[src/rtl/decode_stage_pkg.sv]
// rtl/decode_stage_pkg.sv - opcode/funct constants, ALU encodings and control bundle for decode_stage
package decode_stage_pkg;

    localparam int REG_IDX_W = 5;

    localparam logic [5:0] OP_RTYPE = 6'b000000;
    localparam logic [5:0] OP_LW    = 6'b100011;
    localparam logic [5:0] OP_SW    = 6'b101011;
    localparam logic [5:0] OP_BEQ   = 6'b000100;
    localparam logic [5:0] OP_ADDI  = 6'b001000;

    localparam logic [5:0] FN_ADD = 6'b100000;
    localparam logic [5:0] FN_SUB = 6'b100010;
    localparam logic [5:0] FN_AND = 6'b100100;
    localparam logic [5:0] FN_OR  = 6'b100101;
    localparam logic [5:0] FN_SLT = 6'b101010;

    typedef enum logic [3:0] {
        ALU_ADD = 4'd0,
        ALU_SUB = 4'd1,
        ALU_AND = 4'd2,
        ALU_OR  = 4'd3,
        ALU_SLT = 4'd4
    } alu_op_t;

    typedef struct packed {
        logic    reg_write;
        logic    mem_read;
        logic    mem_write;
        logic    mem_to_reg;
        logic    alu_src;
        logic    reg_dst;
        alu_op_t alu_op;
    } ctrl_t;

    // beq is resolved in decode and has no EX work, so it maps to a bubble here.
    function automatic ctrl_t decode_ctrl(input logic [5:0] opcode, input logic [5:0] funct);
        ctrl_t c;
        c = '0;
        case (opcode)
            OP_RTYPE: begin
                c.reg_write = 1'b1;
                c.reg_dst   = 1'b1;
                case (funct)
                    FN_ADD:  c.alu_op = ALU_ADD;
                    FN_SUB:  c.alu_op = ALU_SUB;
                    FN_AND:  c.alu_op = ALU_AND;
                    FN_OR:   c.alu_op = ALU_OR;
                    FN_SLT:  c.alu_op = ALU_SLT;
                    default: c = '0;
                endcase
            end
            OP_LW: begin
                c.reg_write  = 1'b1;
                c.mem_read   = 1'b1;
                c.mem_to_reg = 1'b1;
                c.alu_src    = 1'b1;
            end
            OP_SW: begin
                c.mem_write = 1'b1;
                c.alu_src   = 1'b1;
            end
            OP_ADDI: begin
                c.reg_write = 1'b1;
                c.alu_src   = 1'b1;
            end
            default: c = '0;
        endcase
        return c;
    endfunction

endpackage

[src/rtl/decode_stage_register_file.sv]
// rtl/decode_stage_register_file.sv - 2R1W register file, r0 hardwired to zero; DECODE_WB_BYPASS_EN forwards same-cycle writes
module register_file
    import decode_stage_pkg::*;
#(
    parameter int REG_COUNT = 32
) (
    input  logic                 clk,
    input  logic                 reset,
    input  logic                 write_enable,
    input  logic [REG_IDX_W-1:0] write_reg,
    input  logic [31:0]          write_data,
    input  logic [REG_IDX_W-1:0] read_reg_1,
    input  logic [REG_IDX_W-1:0] read_reg_2,
    output logic [31:0]          read_data_1,
    output logic [31:0]          read_data_2
);

    logic [31:0] regs [REG_COUNT];

    always_ff @(posedge clk or posedge reset) begin
        if (reset) begin
            for (int i = 0; i < REG_COUNT; i++) begin
                regs[i] <= '0;
            end
        end else if (write_enable && (write_reg != '0)) begin
            regs[write_reg] <= write_data;
        end
    end

    always_comb begin
        read_data_1 = (read_reg_1 == '0) ? '0 : regs[read_reg_1];
`ifdef DECODE_WB_BYPASS_EN
        if (write_enable && (read_reg_1 != '0) && (read_reg_1 == write_reg)) begin
            read_data_1 = write_data;
        end
`endif
    end

    always_comb begin
        read_data_2 = (read_reg_2 == '0) ? '0 : regs[read_reg_2];
`ifdef DECODE_WB_BYPASS_EN
        if (write_enable && (read_reg_2 != '0) && (read_reg_2 == write_reg)) begin
            read_data_2 = write_data;
        end
`endif
    end

endmodule

[src/rtl/decode_stage.sv]
// rtl/decode_stage.sv - ID stage: decode, load-use stall, beq resolution, ID/EX register (optional DECODE_WB_BYPASS_EN)
module decode_stage
    import decode_stage_pkg::*;
#(
    parameter int REG_COUNT = 32
) (
    input  logic                 clk,
    input  logic                 reset,
    input  logic [31:0]          ifid_pc_next,
    input  logic [31:0]          ifid_instruction,
    input  logic                 wb_write_enable,
    input  logic [REG_IDX_W-1:0] wb_write_reg,
    input  logic [31:0]          wb_write_data,
    output logic                 pc_enable,
    output logic                 ifid_enable,
    output logic                 ifid_flush,
    output logic                 branch_taken,
    output logic [31:0]          branch_target,
    output logic [31:0]          idex_pc_next,
    output logic [31:0]          idex_read_data_1,
    output logic [31:0]          idex_read_data_2,
    output logic [31:0]          idex_immediate,
    output logic [REG_IDX_W-1:0] idex_rs,
    output logic [REG_IDX_W-1:0] idex_rt,
    output logic [REG_IDX_W-1:0] idex_rd,
    output logic                 idex_reg_write,
    output logic                 idex_mem_read,
    output logic                 idex_mem_write,
    output logic                 idex_mem_to_reg,
    output logic                 idex_alu_src,
    output logic                 idex_reg_dst,
    output logic [3:0]           idex_alu_op
);

    logic [5:0]           opcode;
    logic [5:0]           funct;
    logic [REG_IDX_W-1:0] rs;
    logic [REG_IDX_W-1:0] rt;
    logic [REG_IDX_W-1:0] rd_sel;
    logic [31:0]          read_data_1;
    logic [31:0]          read_data_2;
    logic [31:0]          immediate;
    logic                 is_rtype;
    logic                 is_beq;
    logic                 uses_rt;
    logic                 stall;
    ctrl_t                ctrl;
    ctrl_t                idex_ctrl;

    assign opcode    = ifid_instruction[31:26];
    assign rs        = ifid_instruction[25:21];
    assign rt        = ifid_instruction[20:16];
    assign funct     = ifid_instruction[5:0];
    assign immediate = {{16{ifid_instruction[15]}}, ifid_instruction[15:0]};
    assign is_rtype  = (opcode == OP_RTYPE);
    assign is_beq    = (opcode == OP_BEQ);
    assign uses_rt   = is_rtype || is_beq || (opcode == OP_SW);
    assign rd_sel    = is_rtype ? ifid_instruction[15:11] : rt;

    register_file #(
        .REG_COUNT(REG_COUNT)
    ) u_register_file (
        .clk         (clk),
        .reset       (reset),
        .write_enable(wb_write_enable),
        .write_reg   (wb_write_reg),
        .write_data  (wb_write_data),
        .read_reg_1  (rs),
        .read_reg_2  (rt),
        .read_data_1 (read_data_1),
        .read_data_2 (read_data_2)
    );

    // Reset gating keeps fetch running and the redirect quiet while the block is held in reset.
    assign stall = !reset && idex_mem_read && (idex_rt != '0) &&
                   ((idex_rt == rs) || (uses_rt && (idex_rt == rt)));

    assign pc_enable     = !stall;
    assign ifid_enable   = !stall;
    assign branch_taken  = !reset && is_beq && !stall && (read_data_1 == read_data_2);
    assign ifid_flush    = branch_taken;
    assign branch_target = ifid_pc_next + {immediate[29:0], 2'b00};

    always_comb begin
        ctrl = decode_ctrl(opcode, funct);
        if (stall) begin
            ctrl = '0;
        end
    end

    always_ff @(posedge clk or posedge reset) begin
        if (reset) begin
            idex_ctrl        <= '0;
            idex_pc_next     <= '0;
            idex_read_data_1 <= '0;
            idex_read_data_2 <= '0;
            idex_immediate   <= '0;
            idex_rs          <= '0;
            idex_rt          <= '0;
            idex_rd          <= '0;
        end else begin
            idex_ctrl        <= ctrl;
            idex_pc_next     <= ifid_pc_next;
            idex_read_data_1 <= read_data_1;
            idex_read_data_2 <= read_data_2;
            idex_immediate   <= immediate;
            idex_rs          <= rs;
            idex_rt          <= rt;
            idex_rd          <= rd_sel;
        end
    end

    assign idex_reg_write  = idex_ctrl.reg_write;
    assign idex_mem_read   = idex_ctrl.mem_read;
    assign idex_mem_write  = idex_ctrl.mem_write;
    assign idex_mem_to_reg = idex_ctrl.mem_to_reg;
    assign idex_alu_src    = idex_ctrl.alu_src;
    assign idex_reg_dst    = idex_ctrl.reg_dst;
    assign idex_alu_op     = idex_ctrl.alu_op;

endmodule

[config.mk]
export PLATFORM = sky130hd
export DESIGN_NAME = decode_stage
export DESIGN_NICKNAME = d
export VERILOG_FILES = /design/src/rtl/decode_stage_pkg.sv /design/src/rtl/decode_stage_register_file.sv /design/src/rtl/decode_stage.sv
export SDC_FILE = /design/constraint.sdc
export NUM_CORES = 2
export LEC_CHECK = 0
export CAP_MARGIN = 20
export CORE_UTILIZATION = 60
export DETAILED_ROUTE_END_ITERATION = 7
export GPL_TIMING_DRIVEN = 0
export HOLD_SLACK_MARGIN = 0.08
export PLACE_DENSITY = 0.79
export SLEW_MARGIN = 10
export SYNTH_ARGS = -nofsm -noshare
export SYNTH_HDL_FRONTEND = slang
export SYNTH_SLANG_ARGS = --single-unit
[constraint.sdc]
create_clock -name clk -period 93.2 [get_ports clk]
set_input_delay 23.3 -clock clk [delete_from_list [all_inputs] [get_ports clk]]
set_output_delay 23.3 -clock clk [all_outputs]
set_load 0.01 [all_outputs]
# --- Word level (Yosys, flattened, before mapping) ---
# Cells that the tools add are included.
totals:
  regBits: 1161
  wordCells: 109
classes:
  add_sub_neg: 1
  n_lt_le_gt_ge: 4
  eq_ne: 12
  n_mux: 21
  bitwise_logic: 3
  n_reduce_logical: 22
op_table:
  columns: ["op", "count"]
  rows:
  - ["$bwmux 1024", 1]
  - ["$bmux 32 s5", 2]
  - ["$mux 32", 7]
  - ["$demux 32 s5", 1]
  - ["$eq 6x6->1 const B", 7]
  - ["$add 32x32->32", 1]
  - ["$eq 32x32->1", 1]
  - ["$ge 6x6->1 const B", 3]
  - ["$not 5->6", 3]
  - ["$pmux 3 s4", 1]
  - ["$eq 5x5->1", 2]
  - ["$logic_not 5->1", 2]
  - ["$mux 10", 1]
  - ["$mux 5", 2]
  - ["$pmux 1 s2", 5]
  - ["$reduce_bool 5->1", 2]
  - ["$logic_and 1x1->1", 9]
  - ["$eq 6x3->1 const B", 1]
  - ["$eq 6x4->1 const B", 1]
  - ["$logic_not 6->1", 1]
  - ["$lt 6x1->1 const B", 1]
  - ["$mux 6", 1]
  - ["$reduce_or 5->1", 1]
  - ["$logic_or 1x1->1", 3]
  - ["3 further kinds", 4]

# --- Longest topological paths before layout ---
logic_depth:
  ltp_word: 9
  ltp_mapped: 15

# --- Cells and area by module ---
# From an unflattened synthesis, not the netlist that was laid out.
hier_totals:
  hier_cells: 4180
  hier_area_um2: 60581.9
by_module_without_submodules:
  columns: ["module", "n_inst", "cells_each", "area_per_inst_um2", "seq_area_each_um2"]
  rows:
  - ["register_file", 1, 3692, 54711.2, 25624.6]
  - ["decode_stage", 1, 488, 5870.6, 3378.2]

# --- Worst setup path after synthesis ---
# No wires, ideal clock.
synth_timing:
  kind: "input port to output port"
  start: "input port reset"
  end: "output port ifid_flush"
  arrival_time_ps: 50105
  setup_slack_ps: 19795
  path_stages: 8
  cell_sequence: "inv_1 o211ai_1 a21oi_1 nor4b_1 o2111a_1 nand4_1 nor4_2 buf_4"
synth_via:
  elab_chain_len: 7
  word_cells_on_any_way: 8
  cone_classes: "reduce/logical (8)"
synth_lines:
  columns: ["element", "line", "rtl"]
  rows:
  - ["start, declared", "decode_stage.sv:8", "input logic reset,"]
  - ["$logic_not 1->1 (no line) (*)", null, null]
  - ["$logic_and 1x1->1 (3 in a row)", "decode_stage.sv:75", "assign stall = !reset && idex_mem_read && (idex_rt != '0) &&"]
  - ["$logic_not 1->1", "decode_stage.sv:80", "assign branch_taken = !reset && is_beq && !stall && (read_data_1 == read_data_2);"]
  - ["$logic_and 1x1->1 (*) (2 in a row)", "decode_stage.sv:80", null]
  - ["end, declared", "decode_stage.sv:16", "output logic ifid_flush,"]
# Every way passes the cells marked *; elsewhere a longest branch is shown, timed or not.

# --- Worst setup path in the final report ---
layout_timing:
  start: "input port ifid_instruction[19]"
  end: "output port ifid_flush"
layout_via:
  elab_chain_len: 7
  word_cells_on_any_way: 14
  cone_classes: "eq/ne (2); mux (4); bitwise (1); reduce/logical (7)"
layout_lines:
  columns: ["element", "line", "rtl"]
  rows:
  - ["start, declared", "decode_stage.sv:10", "input logic [31:0] ifid_instruction,"]
  - ["$not 5->6 (not written as such)", "decode_stage_register_file.sv:40", "read_data_2 = (read_reg_2 == '0) ? '0 : regs[read_reg_2];"]
  - ["$bmux 32 s5", "decode_stage_register_file.sv:40", null]
  - ["$mux 32 (not written as such) (2 in a row)", "decode_stage_register_file.sv:40", null]
  - ["$mux 32 (*)", "decode_stage_register_file.sv:40", null]
  - ["via read_data_2[26]", "decode_stage.sv:41", "logic [31:0] read_data_2;"]
  - ["$eq 32x32->1 (*)", "decode_stage.sv:80", null]
  - ["$logic_and 1x1->1 (*)", "decode_stage.sv:80", null]
# The timed path passes the listed nets; every way through them passes the cells marked *. The select of a mux whose other input is x is not followed.

==> summary.md <==
| Metric | Value |
|---|---|
| # resized after CTS | 0 |
| Vias in the first global route | around 43000 |
| Synth Cell Area | 0.06019 mm2 |
| Post-synth ARST share | 100.0% |
| CTS Buf Count | about 120 |
| Postcts setup bufs | 0 |
| Antenna viol nets, final | 0 |
| Hold buffer count at cts | 0 |
| Clock sinks | 1159 |
| WP data arrival | around 30 ns |
| Fin worst setup slack | 39.66 ns |
| CTS tree | done |
| Crit path launch | ifid_instruction[19] |
| CP startpoint kind | input pin |
| Worst-margin pin slew | 1.354 ns |
| Max VDD drop | about 0.017 mV |
| Final WL | 221600 um |
| Static leakage | 0.03054 uW |
| Max_cap viols | 0 |
| Most common cell after layout, fill and taps aside | dfrtp_1 |
| RSZ-0062 raised after global routing | no |
| Pwr/cell area | approximately 21 mW/mm2 |
| Highest-count cells in the layout ignoring fill and taps | 1159 x dfrtp_1, 1068 x mux2_2, 460 x mux4_2, 291 x clkdlybuf4s50_1, 231 x clkbuf_1 |
| Hold_sp | u_register_file.regs[1017] |
| Core Area | about 0.099 mm2 |
| Die X | 318.7 um |
| Netlist cell types | 70 |
| Final setup viols | 0 |
| Skew final | 0.03597 ns |
| CTS Buffer Depth | 3 |
| Slew Limit Headroom | under 10% |
| Top Ports | 293 |
| TNS Setup | 0 ns |
| Largest net degree at the start of global routing | ~120 |
| Initial detailed-routing violation count | around 6400 |
| Predominant post-synthesis flop cell | dfrtp_1 |
| Pre-CTS setup slack | 40.16 ns |
| Final Slew Violations | 0 |
| Pre-antenna DRT Iters | 7 |
| Final Cycle Share | 57.45% |
| #FFs+latches synth | 1159 |
| Warnings, synthesis | 0 |
| PortBufs | 291 |
| Final GP Congestion | 0.9607 |
| DR vias/cell | about 7.4 |
| Total power draw | 1504 uW |
| Die Ht | approximately 320 um |
| Post-synth EDFFs | 0 |
| H-Tree Depth | 3 |
| Total grt overflow | 0 |
| Routed via count | 43151 |
| Starting density of the core | 60.89% |
| Final net count | 4587 |
| Worst setup EP type | primary output |
| Type of the most critical hold path | flip-flop to flip-flop |
| Full die area | a little over 0.1 mm2 |
| Status | completed |
| First-pass GRT wire length | 312100 um |
| Clock Pin Slew Worst Setup and Hold Paths | about 0.07 ns |
| Total track usage | 43.93% |
| Synthesis-to-layout area growth | 16.26% |
| Hold Vio Cnt, Final | 0 |
| Net count after synthesis | 4098 |
| FMAX | about 19 MHz |
| Sequential area share after synthesis | 48.18% |
| Tmin final | roughly 54 ns |
| DRC viols | 0 |
| Critical path peak fanout | 10 |
| Synthesized area per cell | 15.18 um2 |
| Row Count | 115 |
| Worst endpoint required time | around 70 ns |
| Layout cells sized above 1 | 44.03% |
| Initial antenna violation count | 10 |
| DR WL/cell | ~38 um |
| Crit Reg-Reg Startpoint | u_register_file.regs[789] |
| Cell count after synthesis | 3964 |
| Dpl hpwl | 149800 um |
| CTS root buf | clkbuf_16 |
| WS Path Type | input pin to primary output |
| Clock Latency Late Sink | 0.75 ns |
## report_power, final
group | internal (uW) | switching (uW) | total [uW]
Sequential | 595 | 66.4 | 662
Clock | 285 | 210 | 496
Combinational | 192 | 154 | 346
Total | 1070 | 431 | 1500
## registers in the layout (all words and copies together), names as in the netlist
name / flops
idex_alu_src: 1
idex_mem_read: 1
idex_reg_write: 1
idex_immediate: 16
idex_rd: 5
idex_read_data_2: 32
idex_pc_next: 32
idex_rt: 5
idex_mem_write: 1
idex_reg_dst: 1
idex_read_data_1: 32
idex_alu_op: 3
idex_rs: 5
u_register_file.regs: 1024
## worst max-delay path: stages
cell and delay, ns:
clkdlybuf4s50_1 0.58, inv_2 0.33, clkbuf_1 0.74, clkbuf_1 0.89
clkbuf_1 0.57, buf_8 0.24, mux2i_1 0.25, o22ai_1 0.10
or2_1 0.35, xor2_1 0.37, nor4_2 0.73, nand4_1 0.24
nor4_2 0.78, buf_4 0.22, clkdlybuf4s50_1 0.53
## metrics by stage
stage | hold slack (ns) | utilization, % | area (um2) | instances
after floorplan | 0.4357 | - | 60190 | 3964
after global placement | 0.4464 | 65.47 | 64710 | 5542
after detailed placement | 0.4609 | 66.65 | 65890 | 5612
after CTS | 0.4752 | 70.69 | 69880 | 5831
after global routing | 0.4987 | 70.78 | 69960 | 5839
final | 0.4737 | 70.79 | 69980 | 5845
## cell type report
class                   instances  area [um2]
inverters                      20       82.58
clock buffers                 182        3587
flip-flops and latches       1159       29000
well taps                    1287        1610
clock inverters                37       405.4
repair buffers                368        4094
fillers                      6426       28870
multi-input cells            2371       28990
plain buffers                 414        2191
diodes                          7       17.52
## cells in the mapped netlist, drive strengths merged, types with 8 or more instances
master | instances | share of area, %
or3 | 30 | 0.31
ha | 29 | 0.60
xor2 | 34 | 0.49
mux2 | 1068 | 20
nand4 | 17 | 0.18
nand2 | 52 | 0.32
mux4 | 490 | 19
nor2 | 84 | 0.52
dfrtp | 1159 | 48
a22o | 17 | 0.25
mux2i | 149 | 2.5
a22oi | 28 | 0.36
o22ai | 100 | 1.0
or2 | 39 | 0.41
clkbuf | 224 | 1.4
nand2b | 12 | 0.12
nor3 | 11 | 0.091
inv | 19 | 0.12
o21ai | 15 | 0.12
buf | 190 | 2.2
nor4 | 10 | 0.15
xnor2 | 31 | 0.45
a211oi | 14 | 0.17
nand3 | 18 | 0.15
a31oi | 8 | 0.083
a21oi | 38 | 0.32
and2 | 10 | 0.10
## kinds of logic after synthesis
family	share of synthesized area [%]
mux	40.98
flops	48.18
compound gates	2.846
xor+xnor	0.9458
fa+ha+maj	0.6361
other cells	0.006230
buf+inv	3.679
simple gates	2.723
## final timing paths
kind / end / slack (ns) / cells past startpoint
worst min-delay path: u_register_file.regs[1017] / 0.47 / 1
max in group asynchronous: u_register_file.regs[672] / 68.02 / 5
worst min register to register: u_register_file.regs[1017] / 0.47 / 1
worst max register to register: idex_read_data_1[21] / 90.78 / 5
min in group asynchronous: u_register_file.regs[435] / 23.10 / 2
worst max-delay path: ifid_flush / 39.66 / 15
## layer usage
metal	vias to the layer above	track usage, %	routed length, um
li1	16181	-	-
met1	22227	55.57	75600
met2	3667	61.01	92880
met3	1062	18.74	33680
met4	14	30.75	19150
met5	-	0.7092	249
Power figures use the tool's default switching activity.
